<file path="config.mk">
export PLATFORM = sky130hd
export DESIGN_NAME = sar_ctrl_param
export DESIGN_NICKNAME = d
export VERILOG_FILES = /design/src/rtl/sar_pkg.sv /design/src/rtl/sar_cal_vote.sv /design/src/rtl/sar_ctrl_param.sv
export SDC_FILE = /design/constraint.sdc
export NUM_CORES = 1
export LEC_CHECK = 0
export CAP_MARGIN = 20
export CORE_AREA = 4 4 79 81
export CTS_BUF_LIST = sky130_fd_sc_hd__clkbuf_2 sky130_fd_sc_hd__clkbuf_4 sky130_fd_sc_hd__clkbuf_8
export CTS_CLUSTER_DIAMETER = 30
export CTS_CLUSTER_SIZE = 28
export DETAILED_ROUTE_END_ITERATION = 10
export DIE_AREA = 0 0 83 85
export GPL_TIMING_DRIVEN = 0
export PLACE_DENSITY = 0.8
export SETUP_SLACK_MARGIN = 0.5
export SYNTH_ARGS = -nofsm -noshare
export SYNTH_HDL_FRONTEND = slang
export SYNTH_SLANG_ARGS = --single-unit
</file>
<file path="constraint.sdc">
create_clock -name clk -period 1.6 [get_ports clk]
set_clock_uncertainty 0.05 [all_clocks]
set_input_delay 0.32 -clock clk [delete_from_list [all_inputs] [get_ports clk]]
set_output_delay 0.32 -clock clk [all_outputs]
set_load 0.01 [all_outputs]
</file>
<file path="src/rtl/sar_pkg.sv">
// Shared types and defaults for the SAR ADC controller: state encoding,
// default parameter values and the MSB one-hot helper.
package sar_pkg;

  typedef enum logic [2:0] {
    ST_INIT   = 3'd0,
    ST_WAIT   = 3'd1,
    ST_SAMPLE = 3'd2,
    ST_CONV   = 3'd3,
    ST_CAL    = 3'd4,
    ST_DONE   = 3'd5
  } sar_state_e;

  localparam int DEF_RES_BITS  = 10;
  localparam int DEF_TRIM_BITS = 5;
  localparam int DEF_CAL_VOTES = 8;
  localparam int DEF_AVG_LOG2  = 2;

  // One-hot word with only bit (w-1) set; callers size-cast to their width.
  function automatic logic [31:0] msb_onehot(input int unsigned w);
    msb_onehot = 32'd1 << (w - 32'd1);
  endfunction

endpackage

</file>
<file path="src/rtl/sar_cal_vote.sv">
// Majority-vote accumulator for offset calibration: counts CAL_VOTES comparator
// decisions per trim bit, then flags a decision cycle and whether net > 0.
module sar_cal_vote
  import sar_pkg::*;
#(
  parameter int CAL_VOTES = DEF_CAL_VOTES
) (
  input  logic clk,
  input  logic rstn,
  input  logic clr_i,
  input  logic run_i,
  input  logic comp_i,
  output logic decide_o,
  output logic set_o
);

  // Net counter is wide enough to hold +/-CAL_VOTES without wrapping.
  localparam int CW = $clog2(CAL_VOTES + 1);
  localparam int NW = CW + 1;

  logic signed [NW-1:0] net_q, net_d;
  logic        [CW-1:0] cnt_q, cnt_d;

  assign decide_o = (cnt_q == CW'(CAL_VOTES));
  assign set_o    = ~net_q[NW-1] & (net_q != {NW{1'b0}});

  // Vote counting; a decision cycle clears both counters for the next bit.
  always_comb begin
    net_d = net_q;
    cnt_d = cnt_q;
    if (clr_i) begin
      net_d = {NW{1'b0}};
      cnt_d = {CW{1'b0}};
    end else if (run_i) begin
      if (decide_o) begin
        net_d = {NW{1'b0}};
        cnt_d = {CW{1'b0}};
      end else begin
        cnt_d = cnt_q + CW'(1'b1);
        net_d = comp_i ? (net_q - NW'(1'b1)) : (net_q + NW'(1'b1));
      end
    end else begin
      net_d = net_q;
      cnt_d = cnt_q;
    end
  end

  // Counter state register.
  always_ff @(posedge clk or negedge rstn) begin
    if (!rstn) begin
      net_q <= {NW{1'b0}};
      cnt_q <= {CW{1'b0}};
    end else begin
      net_q <= net_d;
      cnt_q <= cnt_d;
    end
  end

endmodule

</file>
<file path="src/rtl/sar_ctrl_param.sv">
// Parametrised SAR ADC controller: binary-search conversion, majority-vote
// comparator trim calibration, continuous mode. SAR_AVG_EN enables averaging.
module sar_ctrl_param
  import sar_pkg::*;
#(
  parameter int RES_BITS  = DEF_RES_BITS,
  parameter int TRIM_BITS = DEF_TRIM_BITS,
  parameter int CAL_VOTES = DEF_CAL_VOTES
`ifdef SAR_AVG_EN
  ,
  parameter int AVG_LOG2  = DEF_AVG_LOG2
`endif
) (
  input  logic                 clk,
  input  logic                 rstn,
  input  logic                 en,
  input  logic                 cal,
  input  logic                 cont,
  input  logic                 comp,
  output logic                 busy,
  output logic                 valid,
  output logic [RES_BITS-1:0]  result,
  output logic                 sample,
  output logic [RES_BITS-1:0]  ctlp,
  output logic [RES_BITS-1:0]  ctln,
  output logic [TRIM_BITS-1:0] trim,
  output logic [TRIM_BITS-1:0] trimb,
  output logic                 clkc
);

  localparam logic [RES_BITS-1:0]  RES_MSB  = RES_BITS'(msb_onehot(RES_BITS));
  localparam logic [TRIM_BITS-1:0] TRIM_MSB = TRIM_BITS'(msb_onehot(TRIM_BITS));

  sar_state_e           state_q, state_d;
  logic [RES_BITS-1:0]  work_q, work_d;
  logic [RES_BITS-1:0]  mask_q, mask_d;
  logic [TRIM_BITS-1:0] trim_val_q, trim_val_d;
  logic [TRIM_BITS-1:0] trim_mask_q, trim_mask_d;
  logic [RES_BITS-1:0]  result_q, result_d;
  logic                 clk_en_q, clk_en_d;
  logic                 valid_q, valid_d;
  logic                 cal_q, cal_d;
  logic [RES_BITS-1:0]  conv_word_s;
  logic                 vote_clr_s;
  logic                 vote_decide_s;
  logic                 vote_set_s;

`ifdef SAR_AVG_EN
  localparam int ACC_W = RES_BITS + AVG_LOG2;
  localparam int PW    = (AVG_LOG2 > 0) ? AVG_LOG2 : 1;
  localparam logic [PW-1:0] LAST_PASS = PW'((1 << AVG_LOG2) - 1);
  logic [ACC_W-1:0] acc_q, acc_d;
  logic [PW-1:0]    pass_q, pass_d;
`endif

  sar_cal_vote #(
    .CAL_VOTES (CAL_VOTES)
  ) u_vote (
    .clk      (clk),
    .rstn     (rstn),
    .clr_i    (vote_clr_s),
    .run_i    (state_q == ST_CAL),
    .comp_i   (comp),
    .decide_o (vote_decide_s),
    .set_o    (vote_set_s)
  );

  assign conv_word_s = comp ? (work_q | mask_q) : work_q;

  // Next-state and register-update logic for the conversion/calibration FSM.
  always_comb begin
    state_d     = state_q;
    work_d      = work_q;
    mask_d      = mask_q;
    trim_val_d  = trim_val_q;
    trim_mask_d = trim_mask_q;
    result_d    = result_q;
    clk_en_d    = clk_en_q;
    cal_d       = cal_q;
    valid_d     = 1'b0;
    vote_clr_s  = 1'b0;
`ifdef SAR_AVG_EN
    acc_d       = acc_q;
    pass_d      = pass_q;
`endif
    case (state_q)
      ST_INIT: begin
        trim_val_d = TRIM_MSB;
        state_d    = ST_WAIT;
      end
      ST_WAIT: begin
        if (en) begin
          work_d   = {RES_BITS{1'b0}};
          mask_d   = RES_MSB;
          clk_en_d = 1'b1;
          cal_d    = cal;
          state_d  = ST_SAMPLE;
`ifdef SAR_AVG_EN
          pass_d   = {PW{1'b0}};
`endif
        end else begin
          state_d = ST_WAIT;
        end
      end
      ST_SAMPLE: begin
        if (cal_q) begin
          trim_val_d  = {TRIM_BITS{1'b0}};
          trim_mask_d = TRIM_MSB;
          vote_clr_s  = 1'b1;
          state_d     = ST_CAL;
        end else begin
          state_d = ST_CONV;
        end
      end
      ST_CONV: begin
        work_d = conv_word_s;
        mask_d = mask_q >> 1;
        if (mask_q[0]) begin
`ifdef SAR_AVG_EN
          acc_d = acc_q + ACC_W'(conv_word_s);
          if (pass_q == LAST_PASS) begin
            clk_en_d = 1'b0;
            state_d  = ST_DONE;
          end else begin
            pass_d  = pass_q + PW'(1'b1);
            work_d  = {RES_BITS{1'b0}};
            mask_d  = RES_MSB;
            state_d = ST_SAMPLE;
          end
`else
          clk_en_d = 1'b0;
          state_d  = ST_DONE;
`endif
        end else begin
          state_d = ST_CONV;
        end
      end
      ST_CAL: begin
        if (vote_decide_s) begin
          // A tie leaves the trim bit clear.
          if (vote_set_s) begin
            trim_val_d = trim_val_q | trim_mask_q;
          end else begin
            trim_val_d = trim_val_q;
          end
          trim_mask_d = trim_mask_q >> 1;
          if (trim_mask_q[0]) begin
            clk_en_d = 1'b0;
            state_d  = ST_DONE;
          end else begin
            state_d = ST_CAL;
          end
        end else begin
          state_d = ST_CAL;
        end
      end
      ST_DONE: begin
        valid_d = 1'b1;
        if (!cal_q) begin
`ifdef SAR_AVG_EN
          result_d = RES_BITS'(acc_q >> AVG_LOG2);
          acc_d    = {ACC_W{1'b0}};
`else
          result_d = work_q;
`endif
        end else begin
          result_d = result_q;
        end
        if (cont && !cal_q) begin
          work_d   = {RES_BITS{1'b0}};
          mask_d   = RES_MSB;
          clk_en_d = 1'b1;
          state_d  = ST_SAMPLE;
`ifdef SAR_AVG_EN
          pass_d   = {PW{1'b0}};
`endif
        end else begin
          state_d = ST_WAIT;
        end
      end
      default: begin
        clk_en_d = 1'b0;
        state_d  = ST_WAIT;
      end
    endcase
  end

  // Controller state register.
  always_ff @(posedge clk or negedge rstn) begin
    if (!rstn) begin
      state_q     <= ST_INIT;
      work_q      <= {RES_BITS{1'b0}};
      mask_q      <= {RES_BITS{1'b0}};
      trim_val_q  <= {TRIM_BITS{1'b0}};
      trim_mask_q <= {TRIM_BITS{1'b0}};
      result_q    <= {RES_BITS{1'b0}};
      clk_en_q    <= 1'b0;
      valid_q     <= 1'b0;
      cal_q       <= 1'b0;
`ifdef SAR_AVG_EN
      acc_q       <= {ACC_W{1'b0}};
      pass_q      <= {PW{1'b0}};
`endif
    end else begin
      state_q     <= state_d;
      work_q      <= work_d;
      mask_q      <= mask_d;
      trim_val_q  <= trim_val_d;
      trim_mask_q <= trim_mask_d;
      result_q    <= result_d;
      clk_en_q    <= clk_en_d;
      valid_q     <= valid_d;
      cal_q       <= cal_d;
`ifdef SAR_AVG_EN
      acc_q       <= acc_d;
      pass_q      <= pass_d;
`endif
    end
  end

  assign ctlp   = work_q | mask_q;
  assign ctln   = ~(work_q | mask_q);
  assign trim   = trim_val_q | trim_mask_q;
  assign trimb  = ~(trim_val_q | trim_mask_q);
  assign sample = (state_q == ST_SAMPLE) | (state_q == ST_CAL);
  assign busy   = (state_q != ST_INIT) & (state_q != ST_WAIT);
  // Comparator clock runs on the low phase so comp is settled at each posedge.
  assign clkc   = ~clk & clk_en_q;
  assign valid  = valid_q;
  assign result = result_q;

endmodule

</file>
==> summary.txt <==
Run status
  • Status: finished, violations left
  • Violated checks: setup timing

Logic synthesis
  • Synthesized area per cell: 10.82 µm²
  • Yosys cell types: 41
  • Prevailing post-synth register cell: dfrtp_1
  • Mapped Cells: 241
  • Synth Register Bits: 55
  • Net Count, Synth: 254
  • FFs w/ async S/R, synth: 1.000
  • Synthesized cell area: 2609 µm²
  • Yosys Warn Count: 0
  • EDFF count, synth: 0
  • Sequential share of the synthesized area: 0.5276

Timing
  • Final min period: 1.835 ns
  • Post-route clock period utilization: 1.147
  • Max Clock Freq: 544.9 MHz
  • Setup ws final: -0.2354 ns
  • Final setup fails: 76
  • Final Max Slew Viols: 0
  • RSZ-0062 raised after global routing: true
  • Worst slew pin tran: 0.4996 ns
  • Max_slew headroom: 0.6669
  • Final Hold Vio Count: 0
  • Hold WS: 0.2805 ns

Route
  • DRC: 0
  • DR WL/cell: 24.62 µm
  • Drt pass-1 iters: 5
  • Detailed Route WL: 11750 µm
  • DRT iter0 DRCs: 272
  • DR vias/cell: 6.176
  • Vias: 2946
  • Antenna Nets Post-Route: 0

Critical path
  • Largest stage delay on the critical path: 0.40 ns
  • CP Max Fanout: 10
  • Most used cell, CP: buf_6
  • R2R depth: 7
  • Startpoint Class: register
  • Setup crit end kind: register
  • CP Class: reg -> reg
  • Worst Path Buf+Inv: 3
  • Worst r2r dst: mask_q[6]
  • Slowest CP cell: dfrtp_1
  • CP top delay family: compound AO/OA/AOI/OAI gates
  • Crit path required time: 1.89 ns
  • Crit path DAT: 2.12 ns
  • Cells along the critical path: buf_6, buf_8, buf_6, nand3b_1, o22ai_1, nand2_2, a22o_1
  • Worst reg2reg startpoint: state_q[2]
  • Internal reg-to-reg setup slack: -0.24 ns

Floorplan
  • # rows: 27
  • IO Count: 50
  • DIE WIDTH: 83 µm
  • Die Ht: 85 µm
  • Core box area: 5473 µm²
  • Starting Density: 0.4767
  • Full die area: 7055 µm²

Layout
  • Antenna cells: 0
  • Layout cells sized above 1: 0.6815
  • Nets: 417
  • Area occupied by registers: 1381 µm²
  • Layout area overhead: 84.36%
  • Filler cell count: 228
  • Post-route cell area: 4810 µm²
  • Area of the multi-input gates: 1633 µm²

Clocking
  • Worst skew pair latency: 0.44 ns
  • CTS tree: built
  • Clock-pin slew on the worst setup and hold paths: 0.11 ns

Global route
  • Gr ovfl total: 0
  • First-pass GRT wire length: 15300 µm
  • Vias in the first global route: 2808
  • Gr usage total: 0.2798
  • Largest net degree at the start of global routing: 36
  • Initial antenna violation count: 0

Placed design
  • HPWL Detailed: 4061 µm
  • GPL Wtd Cong: 0.7826
  • DP Area: 3367 µm²
  • Pre-CTS setup slack: -0.5377 ns
  • Buffers on Ports: 49

Pwr
  • Power per cell area: 1539 nW/µm²
  • Pwr Total: 7402 µW
  • Lkg Pwr: 0.002293 µW
  • Worst vdd ir: 1115 µV

Job
  • Max-cap viol count: 0

Hold path
  • Hold WC Path Type: in -> async
==> Yosys cell counts, drive strengths merged (3+ instances only) <==
cell,count,area (µm²)
dfrtp,55,1376
o22ai,3,18.77
a31oi,8,50.05
a21o,6,45.04
o21ai,12,60.06
nand2b,3,18.77
ha,6,75.07
inv,21,78.82
a21oi,9,45.04
nand3,6,30.03
nand2,15,56.30
nor3b,4,41.29
a22o,20,175.2
buf,6,35.03
nor2b,4,25.02
nor2,14,55.06
mux2,11,123.9
or2,14,87.58
==> power by group <==
part	internal [µW]	switching (µW)
Sequential	1670	331
Clock	557	596
Combinational	2100	2150
Total	4330	3080
==> worst max path at each step <==
| stage | endpoint | slack (ns) | start | cells after the start |
|---|---|---|---|---|
| 3_5_place_dp | u_vote.net_q[4] | -0.54 | comp | 6 |
| 3_3_place_gp | result[5] | -1.50 | rstn | 1 |
| 4_1_cts | sample | -0.13 | state_q[2] | 4 |
| 5_1_grt | u_vote.net_q[4] | -0.28 | u_vote.net_q[1] | 5 |
| 6_report | mask_q[6] | -0.24 | state_q[2] | 7 |
| 2_1_floorplan | result[0] | 0.08 | state_q[1] | 3 |
==> layout by cell type, fill, tap and decap left out, types with 4 or more instances in the layout <==
| cell type | netlist | layout |
|---|---|---|
| o21ai_2 | 0 | 6 |
| buf_2 | 4 | 9 |
| nand2_2 | 0 | 5 |
| nor2_4 | 0 | 4 |
| nand2_1 | 15 | 6 |
| o21ai_1 | 0 | 5 |
| nor2_1 | 13 | 7 |
| buf_4 | 2 | 76 |
| a22o_1 | 20 | 20 |
| buf_6 | 0 | 61 |
| or2_4 | 0 | 14 |
| buf_8 | 0 | 4 |
| a21o_1 | 6 | 6 |
| inv_2 | 1 | 17 |
| dfrtp_2 | 0 | 4 |
| mux2_4 | 0 | 11 |
| clkbuf_8 | 0 | 7 |
| dfrtp_1 | 55 | 51 |
==> metal layers <==
metal	GRT usage	part of all wire	up-vias
met5	0	0	-
met4	0.1575	0.058	0
met3	0.07184	0.088	80
met2	0.4446	0.48	227
met1	0.3484	0.37	1457
li1	-	-	1182
==> what timing repair did <==
item | in CTS | in global routing
resized for setup | 292 | 39
cloned | 4 | 0
hold endpoints to repair | 20 | 0
setup buffers | 72 | 26
hold buffers | 1 | 0
endpoints found under the setup margin | 99 | 135
pin swaps | 51 | 31
==> area by class of cell <==
cell class	count	share of cell area
Tap cell	72	0.01873
Multi-Input combinational cell	160	0.3395
Sequential cell	55	0.2872
Buffer	6	0.01483
Clock inverter	2	0.003382
Clock buffer	10	0.02706
Timing Repair Buffer	151	0.2888
Inverter	21	0.02055
==> stage by stage <==
stage	setup TNS [ns]	utilization	cells
floorplan	0	-	241
global placement	-87.27	0.6125	362
detailed placement	-6.002	0.6152	363
CTS	-0.5891	0.8109	451
global route	-8.098	0.8788	477
finish	-5.097	0.8788	477
==> flip-flops by register name, indices dropped and copies added, names as in the netlist, 3 cells and up <==
signal        cells
u_vote.net_q      5
trim_mask_q       5
result           10
mask_q           10
state_q           3
trim_val_q        5
u_vote.cnt_q      4
work_q           10
==> kinds of logic (layout without fill, tap and decap cells) <==
family / count (synthesis) / count (layout) / share of synthesized area
AO/OA/AOI/OAI: 69 / 69 / 0.1885
XOR/XNOR: 3 / 3 / 0.01007
adder cells (fa/ha/maj): 7 / 7 / 0.03645
buffers and inverters: 27 / 190 / 0.04364
flip-flops: 55 / 55 / 0.5276
multiplexers: 11 / 11 / 0.04748
AND/OR/NAND/NOR: 69 / 70 / 0.1463
No activity file was read; power rests on OpenSTA's default activity.
